--- config.mk ---
export PLATFORM = sky130hd
export DESIGN_NAME = xbar_out_arbiter
export DESIGN_NICKNAME = d
export VERILOG_FILES = /design/src/rtl/xbar_out_arbiter_pkg.sv /design/src/rtl/xbar_out_arbiter_rr_pick5.sv /design/src/rtl/xbar_out_arbiter.sv
export SDC_FILE = /design/constraint.sdc
export NUM_CORES = 1
export LEC_CHECK = 0
export CAP_MARGIN = 15
export CORE_MARGIN = 4
export CORE_UTILIZATION = 30
export CTS_BUF_LIST = sky130_fd_sc_hd__clkbuf_4
export DETAILED_ROUTE_END_ITERATION = 10
export DONT_BUFFER_PORTS = 1
export PLACE_DENSITY = 0.46
export SLEW_MARGIN = 15
export SYNTH_ARGS = -nofsm -noshare
export SYNTH_HDL_FRONTEND = slang
export SYNTH_SLANG_ARGS = --single-unit
--- constraint.sdc ---
create_clock -name clk -period 5 [get_ports clk]
set_clock_uncertainty 0.1 [all_clocks]
set_input_delay 0 -clock clk [delete_from_list [all_inputs] [get_ports clk]]
set_output_delay 0 -clock clk [all_outputs]
set_load 0.1 [all_outputs]
--- src/rtl/xbar_out_arbiter_pkg.sv ---
// Shared router definitions: port indices, crossbar mux select encodings and
// the output-arbiter FSM state type, plus small port-index helpers.
package xbar_out_arbiter_pkg;

  localparam int NUM_PORTS = 5;
  localparam int PORT_SEL_W = 3;

  localparam logic [2:0] PORT_N = 3'd0;
  localparam logic [2:0] PORT_E = 3'd1;
  localparam logic [2:0] PORT_S = 3'd2;
  localparam logic [2:0] PORT_W = 3'd3;
  localparam logic [2:0] PORT_L = 3'd4;

  localparam logic [2:0] SEL_A = 3'b000;
  localparam logic [2:0] SEL_B = 3'b001;
  localparam logic [2:0] SEL_C = 3'b010;
  localparam logic [2:0] SEL_D = 3'b011;
  localparam logic [2:0] SEL_E = 3'b100;

  typedef enum logic {
    ST_IDLE   = 1'b0,
    ST_LOCKED = 1'b1
  } arb_state_t;

  function automatic logic [2:0] port_sel(input logic [2:0] port);
    logic [2:0] s;
    case (port)
      PORT_N:  s = SEL_A;
      PORT_E:  s = SEL_B;
      PORT_S:  s = SEL_C;
      PORT_W:  s = SEL_D;
      PORT_L:  s = SEL_E;
      default: s = SEL_A;
    endcase
    return s;
  endfunction

  function automatic logic [4:0] port_onehot(input logic [2:0] port);
    logic [4:0] oh;
    case (port)
      PORT_N:  oh = 5'b00001;
      PORT_E:  oh = 5'b00010;
      PORT_S:  oh = 5'b00100;
      PORT_W:  oh = 5'b01000;
      PORT_L:  oh = 5'b10000;
      default: oh = 5'b00000;
    endcase
    return oh;
  endfunction

  // Successor in the 0..4 ring; out-of-range values fold back to 0.
  function automatic logic [2:0] port_next(input logic [2:0] port);
    return (port >= PORT_L) ? PORT_N : port + 3'd1;
  endfunction

endpackage

--- src/rtl/xbar_out_arbiter_rr_pick5.sv ---
// Combinational rotating-priority picker over five requesters: the first set
// request bit at or above ptr, wrapping 4 -> 0.
module rr_pick5
  import xbar_out_arbiter_pkg::*;
(
  input  logic [4:0] req,
  input  logic [2:0] ptr,
  output logic [4:0] winner_onehot,
  output logic [2:0] winner_idx
);

  logic [2:0] base;
  logic [3:0] cand;
  logic [2:0] idx;
  logic       hit;

  always_comb begin
    base       = (ptr > PORT_L) ? PORT_N : ptr;
    cand       = 4'd0;
    idx        = 3'd0;
    hit        = 1'b0;
    winner_idx = 3'd0;
    for (int k = 0; k < NUM_PORTS; k++) begin
      cand = {1'b0, base} + 4'(k);
      if (cand >= 4'd5) cand = cand - 4'd5;
      idx = cand[2:0];
      if (!hit && req[idx]) begin
        hit        = 1'b1;
        winner_idx = idx;
      end
    end
    winner_onehot = hit ? port_onehot(winner_idx) : 5'b00000;
  end

endmodule

--- src/rtl/xbar_out_arbiter.sv ---
// Per-output wormhole arbiter: round-robin between packets, grant held from
// head to tail so flits of different packets never interleave on the output.
module xbar_out_arbiter
  import xbar_out_arbiter_pkg::*;
#(
  parameter int NUM_IN = NUM_PORTS,
  parameter int SEL_W  = PORT_SEL_W
) (
  input  logic              clk,
  input  logic              reset,
  input  logic [NUM_IN-1:0] req,
  input  logic [NUM_IN-1:0] tail,
  input  logic              out_ready,
  output logic [NUM_IN-1:0] grant,
  output logic [SEL_W-1:0]  sel,
  output logic              out_valid,
  output logic              locked
);

  // Handshake: a flit moves when out_valid && out_ready in the same cycle.
  // Once out_valid is shown without out_ready the grant is frozen (LOCKED) so
  // the select never changes under a flit the downstream has not taken.

  arb_state_t state_q;
  logic [2:0] owner_q;
  logic [2:0] ptr_q;

  logic [4:0] pick_onehot;
  logic [2:0] pick_idx;
  logic       xfer;

  rr_pick5 u_pick (
    .req           (req),
    .ptr           (ptr_q),
    .winner_onehot (pick_onehot),
    .winner_idx    (pick_idx)
  );

  always_comb begin
    grant     = '0;
    sel       = SEL_A;
    out_valid = 1'b0;
    if (!reset) begin
      case (state_q)
        ST_IDLE: begin
          if (|req) begin
            grant     = pick_onehot;
            sel       = port_sel(pick_idx);
            out_valid = 1'b1;
          end
        end
        ST_LOCKED: begin
          grant     = port_onehot(owner_q);
          sel       = port_sel(owner_q);
          out_valid = req[owner_q];
        end
        default: ;
      endcase
    end
  end

  assign xfer   = out_valid & out_ready;
  assign locked = !reset && (state_q == ST_LOCKED);

  always_ff @(posedge clk) begin
    if (reset) begin
      state_q <= ST_IDLE;
      owner_q <= PORT_N;
      ptr_q   <= PORT_N;
    end else begin
      case (state_q)
        ST_IDLE: begin
          if (out_valid) begin
            if (xfer && tail[pick_idx]) begin
              ptr_q <= port_next(pick_idx);
            end else begin
              // Multi-flit head accepted, or any flit stalled: hold this input.
              state_q <= ST_LOCKED;
              owner_q <= pick_idx;
            end
          end
        end
        ST_LOCKED: begin
          if (xfer && tail[owner_q]) begin
            state_q <= ST_IDLE;
            ptr_q   <= port_next(owner_q);
          end
        end
        default: state_q <= ST_IDLE;
      endcase
    end
  end

endmodule
==> results of run 1 <==
## layout make-up
| class | instances | area share |
|---|---|---|
| clock buffers | 4 | 0.0152 |
| inverters | 13 | 0.0272 |
| multi-input cells | 203 | 0.778 |
| flip-flops and latches | 7 | 0.0710 |
| well taps | 72 | 0.0456 |
| repair buffers | 13 | 0.0634 |
## routing by layer
layer | up-vias | routed length (µm)
met5 | - | 0
met4 | 0 | 61
met3 | 6 | 139
met2 | 28 | 2420
met1 | 855 | 2480
li1 | 903 | -
## sequential cells by signal, summed over array words and instances (netlist names)
name / cells
state_q: 1
owner_q: 3
ptr_q: 3
## final timing paths
kind / slack, ns / endpoint / cells after the start
max: 0.26 / sel[0] / 16
min: 0.08 / state_q / 4
max reg2reg: 0.53 / owner_q[1] / 13
min reg2reg: 0.41 / ptr_q[2] / 2
## cells by family (layout without fill, tap and decap cells)
| family | Yosys count | after routing | synth area share |
|---|---|---|---|
| AND/OR/NAND/NOR | 92 | 92 | 0.306 |
| AO/OA/AOI/OAI | 81 | 81 | 0.345 |
| buffers and inverters | 23 | 30 | 0.0636 |
| adder cells (fa/ha/maj) | 17 | 17 | 0.123 |
| multiplexers | 11 | 11 | 0.0715 |
| flip-flops | 7 | 7 | 0.0809 |
| XOR/XNOR | 2 | 2 | 0.0101 |
## stage by stage
stage | worst slack (ns) | area [µm²] | instances | utilization
detailed placement | 0.355 | 1920 | 307 | 0.347
CTS | 0.0620 | 1960 | 312 | 0.354
finish | 0.264 | 1970 | 312 | 0.356
floorplan | 0.160 | 1740 | 233 | -
global placement | 0.396 | 1920 | 307 | 0.347
global route | 0.00749 | 1970 | 312 | 0.356
## layout by cell type (no fill, tap or decap), drive strengths merged, types with 5 or more instances in the layout
| cell | instances |
|---|---|
| mux2i | 9 |
| nand3 | 6 |
| nor2 | 20 |
| a31oi | 6 |
| dfxtp | 7 |
| a22oi | 5 |
| nand2 | 20 |
| buf | 12 |
| o21ai | 15 |
| ha | 17 |
| inv | 12 |
| a21oi | 15 |
| nand2b | 7 |
| nor3b | 7 |
## worst max-delay path, stage by stage (launching register included)
cell and delay, ns:
dfxtp_1 0.40, or3b_1 0.55, ha_1 0.44, nand2_1 0.12, a221oi_2 0.44, mux2i_1 0.28
nor3b_2 0.09, or3_1 0.37, o32ai_1 0.24, o211ai_4 0.20, inv_1 0.14, ha_1 0.16
ha_1 0.19, a21oi_1 0.05, or3_1 0.32, a21oi_2 0.19, buf_12 0.20
## repair_timing
action	in CTS	in global routing
endpoints found under the hold margin	7	0
gates resized for setup	0	4
hold buffers	1	0
setup endpoints to repair	0	3
buffers inserted	0	0
==> impl_metrics.tcl, run 1 <==
set metrics [dict create \
    synthTopCellsByArea "ha_1 12%, dfxtp_1 8.1%, mux2i_1 5.2%" \
    core.rowCount 27 \
    nets 271 \
    async_flop_share 0 \
    synth_top_cells_by_count "20 x nand2_1, 20 x nor2_1, 17 x ha_1" \
    routabilityCongestion 0.782 \
    syn_avg_cell_area_um2 7.43 \
    drt_first_pass_iters 4 \
    synth_top_area_frac 0.123 \
    final_hold_viol_count 0 \
    core_area_um2 5540 \
    die-area_um2 7050 \
    diodes 0 \
    cp_max_fo 10 \
    hp-start "tail[4]" \
    ff_latch_area_um2 140 \
    synth_ff_type "dfxtp_1" \
    fillers 614 \
    ys_seq_elements 7 \
    rsz0062_at_grt "no" \
    finalSetupViolations 0 \
    grt_overflow 0 \
    route.detailed.drc 0 \
    clkTransAtPathRegs_ns 0.05 \
    portBuffers 0 \
    drt_wl_total_mm 5.11 \
    use_met2 0.249 \
    synth_cells 233 \
    die_h_um 84.0 \
    top_usage_layer "met2" \
    synth_edf_count 0 \
    grt_max_degree 18 \
    ios 23 \
    relSlewSlack 0.295 \
    synth_nets 263 \
    drt_iter0_drc 81 \
    cts_buffers 3 \
    clock_sinks 7 \
    met3_usage 0.0197 \
    grt_usage 0.146 \
    yosysSeqAreaShare 0.0809 \
    critPathLaunch "ptr_q[1]" \
    antenna_found_initial 0 \
    mappedNetlistArea_um2 1730 \
    fin_setup_tns_ns 0 \
    status "complete, no violations" \
    multi_input_area_um2 1540 \
    period_needed_ns 4.74 \
    synth_top_cell_by_area "ha_1" \
    timing.rr.start "ptr_q[1]" \
    area_delta_synth_final_pct 14.0 \
    yosysWarnings 0 \
    required_ns 4.90 \
    grt_pass1_wl_mm 8.66 \
    clock-root-buffer "clkbuf_4" \
    ant_nets 0 \
    crit_path_end_kind "primary output" \
    cts_tree "done" \
    use_met1 0.194 \
    grt_pass1_vias 1775 \
    maxCapViolCount 0 \
    crit_type "flop to primary output" \
    hp-class "input port to flop" \
    fmax_mhz 211 \
    vias 1792 \
    drive_above_1_share 0.200 \
    slew_violations 0 \
    start_kind "flop" \
    tightest_slew_ns 1.05 \
    worst_hold_slack_ns 0.0761 \
    wl_per_cell_um 16.4 \
    hpwl_mm 3.96 \
    crit_arrival_ns 4.64 \
    clk_path_buf_depth 2 \
    yosysUniqueCellTypes 64 \
    via_per_inst 5.74 \
    h-tree-depth 1 \
    period_share 0.947 \
    floorplan.initialDensity 0.313 \
    insertion_delay_ns 0.25 \
    die_w_um 84.0 \
]
Power of run 1 is left out: the tool's default activity adds up to more than one toggle a clock period on the data nets, which glitch-free logic cannot reach.
==> inputs of run 2 (changes only) <==
--- a/config.mk
+++ b/config.mk
@@ -5,13 +5,14 @@
 export SDC_FILE = /design/constraint.sdc
 export NUM_CORES = 1
 export LEC_CHECK = 0
+export ABC_AREA = 1
 export CAP_MARGIN = 15
 export CORE_MARGIN = 4
-export CORE_UTILIZATION = 30
+export CORE_UTILIZATION = 44
 export CTS_BUF_LIST = sky130_fd_sc_hd__clkbuf_4
 export DETAILED_ROUTE_END_ITERATION = 10
 export DONT_BUFFER_PORTS = 1
-export PLACE_DENSITY = 0.46
+export PLACE_DENSITY = 0.61
 export SLEW_MARGIN = 15
 export SYNTH_ARGS = -nofsm -noshare
 export SYNTH_HDL_FRONTEND = slang
==> run 2 against run 1 <==
Net effect: maximum frequency increased by 13%; register-to-register slack gained 0.63 ns; final cell count increased by 11%; worst hold slack improved by 0.0071 ns; clock-buffer cell count stayed put; sequential share of layout area is 0.19 points higher; final area fell by 2.6%; first-iteration DRC count up 86%; utilization up 20 points; wire length decreased by 13%; critical endpoint unchanged.
==> impl_metrics.tcl, run 2 <==
set metrics [dict create \
    status "complete, no violations" \
    cp_common_cell "nand2_1" \
    relSlewSlack 0.277 \
    synth_cells 289 \
    drt_wl_total_mm 4.43 \
    crit_arrival_ns 4.07 \
    vias 1878 \
    final_cell_mix "74 x nand2_1, 40 x nand3_1, 39 x inv_1" \
    die_h_um 69.0 \
    clock_sinks 7 \
    area_delta_synth_final_pct 17.5 \
    postCtsSetupRepairBufs 0 \
    portBuffers 0 \
    syn_avg_cell_area_um2 5.66 \
    slew_violations 0 \
    synth.area.mux_share 0 \
    clk_path_buf_depth 2 \
    fillers 347 \
    grt_pass1_wl_mm 7.84 \
    floorplan.initialDensity 0.472 \
    crit_type "flop to primary output" \
    insertion_delay_ns 0.26 \
    routabilityCongestion 0.864 \
    mappedNetlistArea_um2 1640 \
    worstRegToRegCells 25 \
    fin_ws_ns 0.826 \
    via_per_inst 5.41 \
    diodes 0 \
    core.rowCount 21 \
    yosys.area_share.adder 0.130 \
    final_hold_viol_count 0 \
    cp_max_fo 12 \
    fin_setup_tns_ns 0 \
    antenna_found_initial 0 \
    hp-class "input port to primary output" \
    die_w_um 69.0 \
    synth_nets 319 \
    ant_nets 0 \
    synth_xor_area_frac 0.00994 \
    synth_top_family_by_area "simple AND/OR/NAND/NOR gates" \
    nets 332 \
    cts_tree "done" \
    drive_above_1_share 0.186 \
    yosysSeqAreaShare 0.0856 \
    synth_compound_area_frac 0.123 \
    die-area_um2 4760 \
    required_ns 4.90 \
    drt_iter0_drc 151 \
    core_area_um2 3470 \
    critPathSlowestCell "ha_1" \
    drt_first_pass_iters 6 \
    synth_edf_count 0 \
    synth_ff_type "dfxtp_1" \
    yosysMostFrequentCell "nand2_1" \
    pre_cts_slack_ns 1.14 \
    grt_usage 0.214 \
    fmax_mhz 240 \
    h-tree-depth 1 \
    yosysUniqueCellTypes 28 \
    reg_top3 "owner_q (3), ptr_q (3), state_q (1)" \
    clock-root-buffer "clkbuf_4" \
    synth_top_area_frac 0.170 \
    async_flop_share 0 \
    period_needed_ns 4.17 \
    cts_buffers 3 \
    tightest_slew_ns 1.08 \
    grt_overflow 0 \
    period_share 0.835 \
    synthTopCellsByArea "nand2_1 17%, ha_1 13%, nand3_1 12%" \
    holdPathStages 1 \
    finalSetupViolations 0 \
    hpwl_mm 3.68 \
    maxCapViolCount 0 \
    cts_resized 0 \
    wl_per_cell_um 12.8 \
    yosysWarnings 0 \
    grt_pass1_vias 1653 \
    route.detailed.drc 0 \
    grt_max_degree 13 \
    crit_path_end_kind "primary output" \
    synth-simple-area-share 0.540 \
    clkTransAtPathRegs_ns 0.05 \
    ios 23 \
    cpPeakStageDelay_ns 0.48 \
    ys_seq_elements 7 \
    synth_top_cells_by_count "74 x nand2_1, 40 x nand3_1, 39 x inv_1" \
    rsz0062_at_grt "no" \
    final_common_cell "nand2_1" \
    start_kind "flop" \
    synth_top_cell_by_area "nand2_1" \
]
==> run 2: worst paths after layout <==
kind	startpoint	to	slack, ns
worst max-delay path	ptr_q[1]	sel[0]	0.83
worst min-delay path	reset	locked	0.08
worst max register to register	ptr_q[1]	ptr_q[2]	1.16
worst min register to register	owner_q[2]	owner_q[2]	0.43
==> run 2: logic make-up (layout without fill, tap and decap cells) <==
logic type | count (synthesis) | after routing
compound gates | 36 | 36
buf+inv | 47 | 59
fa+ha+maj | 17 | 17
flops | 7 | 7
xor+xnor | 1 | 1
simple gates | 181 | 181
==> run 2: metal layers <==
metal / vias to the layer above / global-route usage / wire, µm
met5: - / 0 / 0
met4: 0 / 0.0389 / 49
met3: 5 / 0.0421 / 384
met2: 73 / 0.296 / 1750
met1: 826 / 0.334 / 2250
li1: 974 / - / -
==> run 2: stage by stage <==
stage          instances  hold slack, ns  cell area [µm²]  utilization
3_3_place_gp         340          0.0840             1860        0.537
6_report             347          0.0832             1920        0.554
2_1_floorplan        289           0.175             1640            -
5_1_grt              347          0.0852             1920        0.554
4_1_cts              347          0.0843             1920        0.554
3_5_place_dp         340          0.0843             1860        0.537
==> run 2: what timing repair did <==
item                                    in CTS  in global routing
hold buffers                                 3                  0
endpoints found under the hold margin        7                  0
endpoints found under the setup margin       0                  0
==> run 2: critical path, delay by kind of cell, from the launching register on <==
kind / cells / cell delay [ns]
AND/OR/NAND/NOR: 17 / 1.91
flip-flops: 1 / 0.33
buffers and inverters: 3 / 0.43
AO/OA/AOI/OAI: 2 / 0.27
adder cells (fa/ha/maj): 3 / 0.87
==> run 2: cell type report <==
cell class / instances / area [µm²] / share of cell area
sequential: 7 / 140 / 0.0729
tap: 46 / 57.6 / 0.0299
timing repair buffer: 12 / 168 / 0.0872
inverter: 43 / 164 / 0.0852
multi-input combinational: 235 / 1360 / 0.709
clock buffer: 4 / 30.0 / 0.0156
Power of run 2 is left out for the same reason.
